[src/rtl/button_pkg.sv]
// Shared types and helpers for the push-button pulse array.
package button_pkg;

    typedef logic [1:0] state_t;

    localparam state_t IDLE         = 2'd0;
    localparam state_t PRESS_WAIT   = 2'd1;
    localparam state_t PRESSED      = 2'd2;
    localparam state_t RELEASE_WAIT = 2'd3;

    localparam int SYNC_STAGES = 2;

    // Bits needed to hold values 0..maxValue.
    function automatic int cnt_width(input int maxValue);
        return (maxValue < 1) ? 1 : $clog2(maxValue + 1);
    endfunction

    function automatic int max_int(input int a, input int b);
        return (a > b) ? a : b;
    endfunction

endpackage

[src/rtl/button_chan.sv]
// One button channel: 2-flop synchroniser, debounce FSM and press-pulse generator.
// Auto-repeat while held is compiled in only when AUTO_REPEAT_EN is defined.
module button_chan
    import button_pkg::*;
#(
    parameter int DEBOUNCE_CYCLES = 16,
    parameter int REPEAT_DELAY    = 50_000_000,
    parameter int REPEAT_PERIOD   = 10_000_000
) (
    input  logic clk,
    input  logic reset_n,
    input  logic btn,
    output logic d_out,
    output logic btn_level
);

    localparam int CNT_W = cnt_width(DEBOUNCE_CYCLES);
    localparam logic [CNT_W-1:0] CNT_ONE  = CNT_W'(1);
    localparam logic [CNT_W-1:0] CNT_LAST = CNT_W'(DEBOUNCE_CYCLES - 1);

    logic [SYNC_STAGES-1:0] sync_q;
    logic                   sync;
    state_t                 state_q, state_d;
    logic [CNT_W-1:0]       cnt_q, cnt_d;
    logic                   pulse_q, pulse_d;
    logic                   level_q, level_d;

`ifdef AUTO_REPEAT_EN
    localparam int RPT_W = cnt_width(max_int(REPEAT_DELAY, REPEAT_PERIOD));
    localparam logic [RPT_W-1:0] RPT_ONE         = RPT_W'(1);
    localparam logic [RPT_W-1:0] RPT_DELAY_LAST  = RPT_W'(REPEAT_DELAY - 1);
    localparam logic [RPT_W-1:0] RPT_PERIOD_LAST = RPT_W'(REPEAT_PERIOD - 1);

    // rptPhase_q marks that the initial delay has elapsed and the counter now measures periods.
    logic [RPT_W-1:0] rpt_cnt_q, rpt_cnt_d;
    logic             rpt_phase_q, rpt_phase_d;
`endif

    assign sync      = sync_q[SYNC_STAGES-1];
    assign d_out     = pulse_q;
    assign btn_level = level_q;

    always_comb begin
        state_d = state_q;
        cnt_d   = cnt_q;
        pulse_d = 1'b0;
        level_d = level_q;
`ifdef AUTO_REPEAT_EN
        rpt_cnt_d   = rpt_cnt_q;
        rpt_phase_d = rpt_phase_q;
`endif
        case (state_q)
            IDLE: begin
                if (sync) begin
                    state_d = PRESS_WAIT;
                    cnt_d   = CNT_ONE;
                end
            end
            PRESS_WAIT: begin
                if (!sync) begin
                    state_d = IDLE;
                    cnt_d   = '0;
                end else if (cnt_q == CNT_LAST) begin
                    state_d = PRESSED;
                    cnt_d   = '0;
                    pulse_d = 1'b1;
                    level_d = 1'b1;
`ifdef AUTO_REPEAT_EN
                    rpt_cnt_d   = '0;
                    rpt_phase_d = 1'b0;
`endif
                end else begin
                    cnt_d = cnt_q + CNT_ONE;
                end
            end
            PRESSED: begin
                if (!sync) begin
                    state_d = RELEASE_WAIT;
                    cnt_d   = CNT_ONE;
                end
`ifdef AUTO_REPEAT_EN
                else if (!rpt_phase_q) begin
                    if (rpt_cnt_q == RPT_DELAY_LAST) begin
                        pulse_d     = 1'b1;
                        rpt_cnt_d   = '0;
                        rpt_phase_d = 1'b1;
                    end else begin
                        rpt_cnt_d = rpt_cnt_q + RPT_ONE;
                    end
                end else if (rpt_cnt_q == RPT_PERIOD_LAST) begin
                    pulse_d   = 1'b1;
                    rpt_cnt_d = '0;
                end else begin
                    rpt_cnt_d = rpt_cnt_q + RPT_ONE;
                end
`endif
            end
            RELEASE_WAIT: begin
                if (sync) begin
                    state_d = PRESSED;
                    cnt_d   = '0;
`ifdef AUTO_REPEAT_EN
                    rpt_cnt_d   = '0;
                    rpt_phase_d = 1'b0;
`endif
                end else if (cnt_q == CNT_LAST) begin
                    state_d = IDLE;
                    cnt_d   = '0;
                    level_d = 1'b0;
                end else begin
                    cnt_d = cnt_q + CNT_ONE;
                end
            end
            default: begin
                state_d = IDLE;
                cnt_d   = '0;
            end
        endcase
    end

    always_ff @(posedge clk or negedge reset_n) begin
        if (!reset_n) begin
            sync_q  <= '0;
            state_q <= IDLE;
            cnt_q   <= '0;
            pulse_q <= 1'b0;
            level_q <= 1'b0;
        end else begin
            sync_q  <= {sync_q[SYNC_STAGES-2:0], btn};
            state_q <= state_d;
            cnt_q   <= cnt_d;
            pulse_q <= pulse_d;
            level_q <= level_d;
        end
    end

`ifdef AUTO_REPEAT_EN
    always_ff @(posedge clk or negedge reset_n) begin
        if (!reset_n) begin
            rpt_cnt_q   <= '0;
            rpt_phase_q <= 1'b0;
        end else begin
            rpt_cnt_q   <= rpt_cnt_d;
            rpt_phase_q <= rpt_phase_d;
        end
    end
`endif

endmodule

[src/rtl/button_pulse_array.sv]
// NUM_BTN independent debounced push-button channels producing press pulses and levels.
// Define AUTO_REPEAT_EN to enable hold-to-repeat pulses.
module button_pulse_array #(
    parameter int NUM_BTN         = 4,
    parameter int DEBOUNCE_CYCLES = 16,
    parameter int REPEAT_DELAY    = 50_000_000,
    parameter int REPEAT_PERIOD   = 10_000_000
) (
    input  logic               clk,
    input  logic               reset_n,
    input  logic [NUM_BTN-1:0] btn,
    output logic [NUM_BTN-1:0] d_out,
    output logic [NUM_BTN-1:0] btn_level
);

    for (genvar i = 0; i < NUM_BTN; i++) begin : gen_chan
        button_chan #(
            .DEBOUNCE_CYCLES (DEBOUNCE_CYCLES),
            .REPEAT_DELAY    (REPEAT_DELAY),
            .REPEAT_PERIOD   (REPEAT_PERIOD)
        ) u_chan (
            .clk       (clk),
            .reset_n   (reset_n),
            .btn       (btn[i]),
            .d_out     (d_out[i]),
            .btn_level (btn_level[i])
        );
    end

endmodule

[config.mk]
export PLATFORM = sky130hd
export DESIGN_NAME = button_pulse_array
export DESIGN_NICKNAME = d
export VERILOG_FILES = /design/src/rtl/button_pkg.sv /design/src/rtl/button_chan.sv /design/src/rtl/button_pulse_array.sv
export SDC_FILE = /design/constraint.sdc
export NUM_CORES = 1
export LEC_CHECK = 0
export BUFFER_PORTS_ARGS = -buffer_cell sky130_fd_sc_hd__buf_4
export CAP_MARGIN = 20
export CORE_AREA = 2 2 70 72
export DETAILED_ROUTE_END_ITERATION = 8
export DIE_AREA = 0 0 72 74
export GPL_TIMING_DRIVEN = 0
export PLACE_DENSITY_LB_ADDON = 0.15
export RECOVER_POWER = 100
export SETUP_SLACK_MARGIN = 0.5
export SLEW_MARGIN = 40
export SYNTH_ARGS = -nofsm -noshare
export SYNTH_HDL_FRONTEND = slang
export SYNTH_SLANG_ARGS = --single-unit
[constraint.sdc]
create_clock -name clk -period 2.6 [get_ports clk]
set_clock_uncertainty 0.2 [all_clocks]
set_input_delay 0.52 -clock clk [delete_from_list [all_inputs] [get_ports clk]]
set_output_delay 0.52 -clock clk [all_outputs]
set_load 0.02 [all_outputs]
==> impl_metrics.yaml <==
grt:
  global_route.usage.total_pct: 14.73
  first_global_vias: 1394
  met3_usage_pct: 4.065
  largest_net_degree_at_the_start_of_global_routing: 45
  grt_pass1_wl_mm: 6.030
  global_route.overflow_total: 0
  grt-busiest-layer: "met2"
  globalRouteMet1Util_pct: 17.02
  met2_usage_pct: 25.51
  grt_antenna_before_repair: 0
finish:
  syn_to_final_growth_pct: 10.54
  layout-drive-gt1-share_pct: 10.50
  final_nets: 209
  final_design_area_no_fill_um2: 2192
  antennaDiodeCount: 0
  layout.filler_cells: 425
  layout_common_cells: "44 x sky130_fd_sc_hd__dfrtp_1, 18 x sky130_fd_sc_hd__nand3_1, 15 x sky130_fd_sc_hd__nand2_1"
  layout.cells.most_common: "sky130_fd_sc_hd__dfrtp_1"
placement:
  placed_wire_length_estimate_mm: 2.375
  postPlaceCellArea_um2: 2148
  portBuffers: 13
  finalWeightedCongestion: 0.7182
synthesis:
  post-synth-top-area-fraction_pct: 55.52
  most_common_flop_cell_mapped_by_yosys: "sky130_fd_sc_hd__dfrtp_1"
  syn-num-nets: 189
  synth-seq-area-share_pct: 55.52
  synth.ff_latch_count: 44
  synthCells: 179
  synthDominantAreaCellType: "sky130_fd_sc_hd__dfrtp_1"
  postSynthAreaPerCell_um2: 11.08
  most_area_consuming_cells_after_synthesis: "sky130_fd_sc_hd__dfrtp_1 56%, sky130_fd_sc_hd__nand3_1 4.5%, sky130_fd_sc_hd__xor2_1 4.4%, sky130_fd_sc_hd__buf_4 3.0%, sky130_fd_sc_hd__nand2_1 2.8%"
  synth-edff-count: 0
  post_synth_num_cell_types: 43
  syn_area_um2: 1983
  asyncSetResetFlopFracSynth_pct: 100.0
  synthesis.yosys.warnings: 0
min_path:
  min-delay-start: "btn[2]"
  whs_path_depth: 1
  hold_class: "in -> reg"
  hold_end: "gen_chan[2].u_chan.sync_q[0]"
detailed_routing:
  drt.antenna.violating_nets: 0
  via_count: 1385
  routed_wl_mm: 3.324
  wl_per_cell_um: 13.09
  drc_errors: 0
  route.detailed.vias_per_inst: 5.453
  dr.pass1.iters: 4
  drt_first_iter_violations: 133
timing:
  final-max-slew-violation-count: 0
  final_hold_viol_count: 0
  period_minus_slack_ns: 1.756
  tightest_slew_ns: 1.059
  timing.max_slew.rel_slack_pct: 29.42
  max_freq_mhz: 569.5
  rsz0062_at_grt: "false"
  final_worst_path_cycle_share_pct: 67.54
  totalNegativeSetupSlack_ns: 0
  setup_viol_count_final: 0
worst_setup_path:
  worstSetupPathType: "reg -> reg"
  worstPathArrival_ns: 1.73
  worstPathMaxFanout: 7
  end_kind: "flop"
  worst-endpoint-required_ns: 2.58
  reg2regPathDepth: 4
  regToRegSetupSlack_ns: 0.84
  r2r_start: "gen_chan[2].u_chan.cnt_q[0]"
  start_kind: "flop"
clocking:
  post_cts.repair.setup_buffers: 0
  holdBufCountCts: 0
  clock-root-buffer: "sky130_fd_sc_hd__clkbuf_8"
  clkSlewWorstSetupHoldPaths_ns: 0.08
  clock_path_buffers: 2
  htree_num_levels: 2
  cts-resized-gates: 0
  cts_tree: "done"
  clock_insertion_delay_worst_skew_ns: 0.29
  cts_made_buffers: 5
  clock-sinks: 44
floorplan:
  die_width_um: 72
  pin_count: 14
  chipHeight_um: 74
  die_footprint_um2: 5328
  placeableCoreArea_um2: 4598
  core.rowCount: 25
  initial_utilization_pct: 43.13
pwr:
  ir_drop_mv: 0.3989
  power.leakage_nw: 1.020
  powerDensity_nw_per_um2: 584.9
  post-layout-total-power_mw: 1.282
run_status:
  run_status: "completed"
run:
  maxCapViolations: 0
-- final cells by class --
cell class	instances	area [um2]	area share, %
inverter	6	22.52	1.027
tap	54	67.56	3.082
sequential	44	1101	50.23
buffer	11	72.57	3.311
multi-input combinational	118	773.2	35.27
clock buffer	8	90.09	4.110
timing repair buffer	13	65.06	2.968
-- worst max-delay path, cell delays in order (launching register included) --
cell                      delay [ns]
sky130_fd_sc_hd__dfrtp_1        0.40
sky130_fd_sc_hd__ha_1           0.21
sky130_fd_sc_hd__nand3_1        0.21
sky130_fd_sc_hd__nor3_1         0.28
sky130_fd_sc_hd__mux2_1         0.35
-- cell families (layout without fill, tap and decap cells) --
family                   after synthesis  in the layout  synth area share, %
XOR/XNOR                              14             14                6.562
buffers and inverters                 17             38                4.795
AND/OR/NAND/NOR                       56             56                15.27
flip-flops                            44             44                55.52
AO/OA/AOI/OAI                         41             41                13.69
multiplexers                           3              3                1.640
adder cells (fa/ha/maj)                4              4                2.524
-- flip-flops by register name (all words and copies together) (netlist names), named ones only --
register	flops
gen_chan.u_chan.btn_level	4
gen_chan.u_chan.state_q	4
gen_chan.u_chan.sync_q	8
gen_chan.u_chan.cnt_q	20
gen_chan.u_chan.d_out	4
-- cell usage after synthesis (all sizes together), types with 4 or more instances --
cell,instances
dfrtp,44
nand3,18
nand2,15
xor2,11
o21ai,10
buf,9
inv,6
nor2,6
a21oi,5
o21a,5
ha,4
-- worst max path at each step --
stage                           startpoint    to  slack (ns)
2_1_floorplan  gen_chan[2].u_chan.cnt_q[0]  flop        1.00
3_3_place_gp   gen_chan[2].u_chan.cnt_q[0]  flop        0.86
3_5_place_dp   gen_chan[2].u_chan.cnt_q[0]  flop        0.82
4_1_cts        gen_chan[2].u_chan.cnt_q[0]  flop        0.81
5_1_grt        gen_chan[2].u_chan.cnt_q[0]  flop        0.71
6_report       gen_chan[2].u_chan.cnt_q[0]  flop        0.84
-- per-stage QoR --
step | hold slack (ns) | setup slack [ns] | util (%) | instances
4_1_cts | 0.03043 | 0.8089 | 48.68 | 254
3_5_place_dp | 0.1413 | 0.8151 | 46.72 | 246
5_1_grt | 0.1414 | 0.7057 | 47.67 | 254
6_report | 0.1552 | 0.8441 | 47.67 | 254
2_1_floorplan | 0.02441 | 1.003 | - | 179
3_3_place_gp | 0.1444 | 0.8643 | 46.72 | 246
-- layer usage --
metal,up-vias,part of all wire [%]
li1,675,-
met3,7,3.8
met1,680,45
met2,23,50
met5,-,0
met4,0,1.7
-- power by group --
part           switching (mW)  total (mW)  internal (mW)
clock                   0.220       0.437          0.217
combinational          0.0592       0.100         0.0409
sequential             0.0304       0.745          0.714
total                   0.310        1.28          0.972
(Power assumes the default switching activity.)
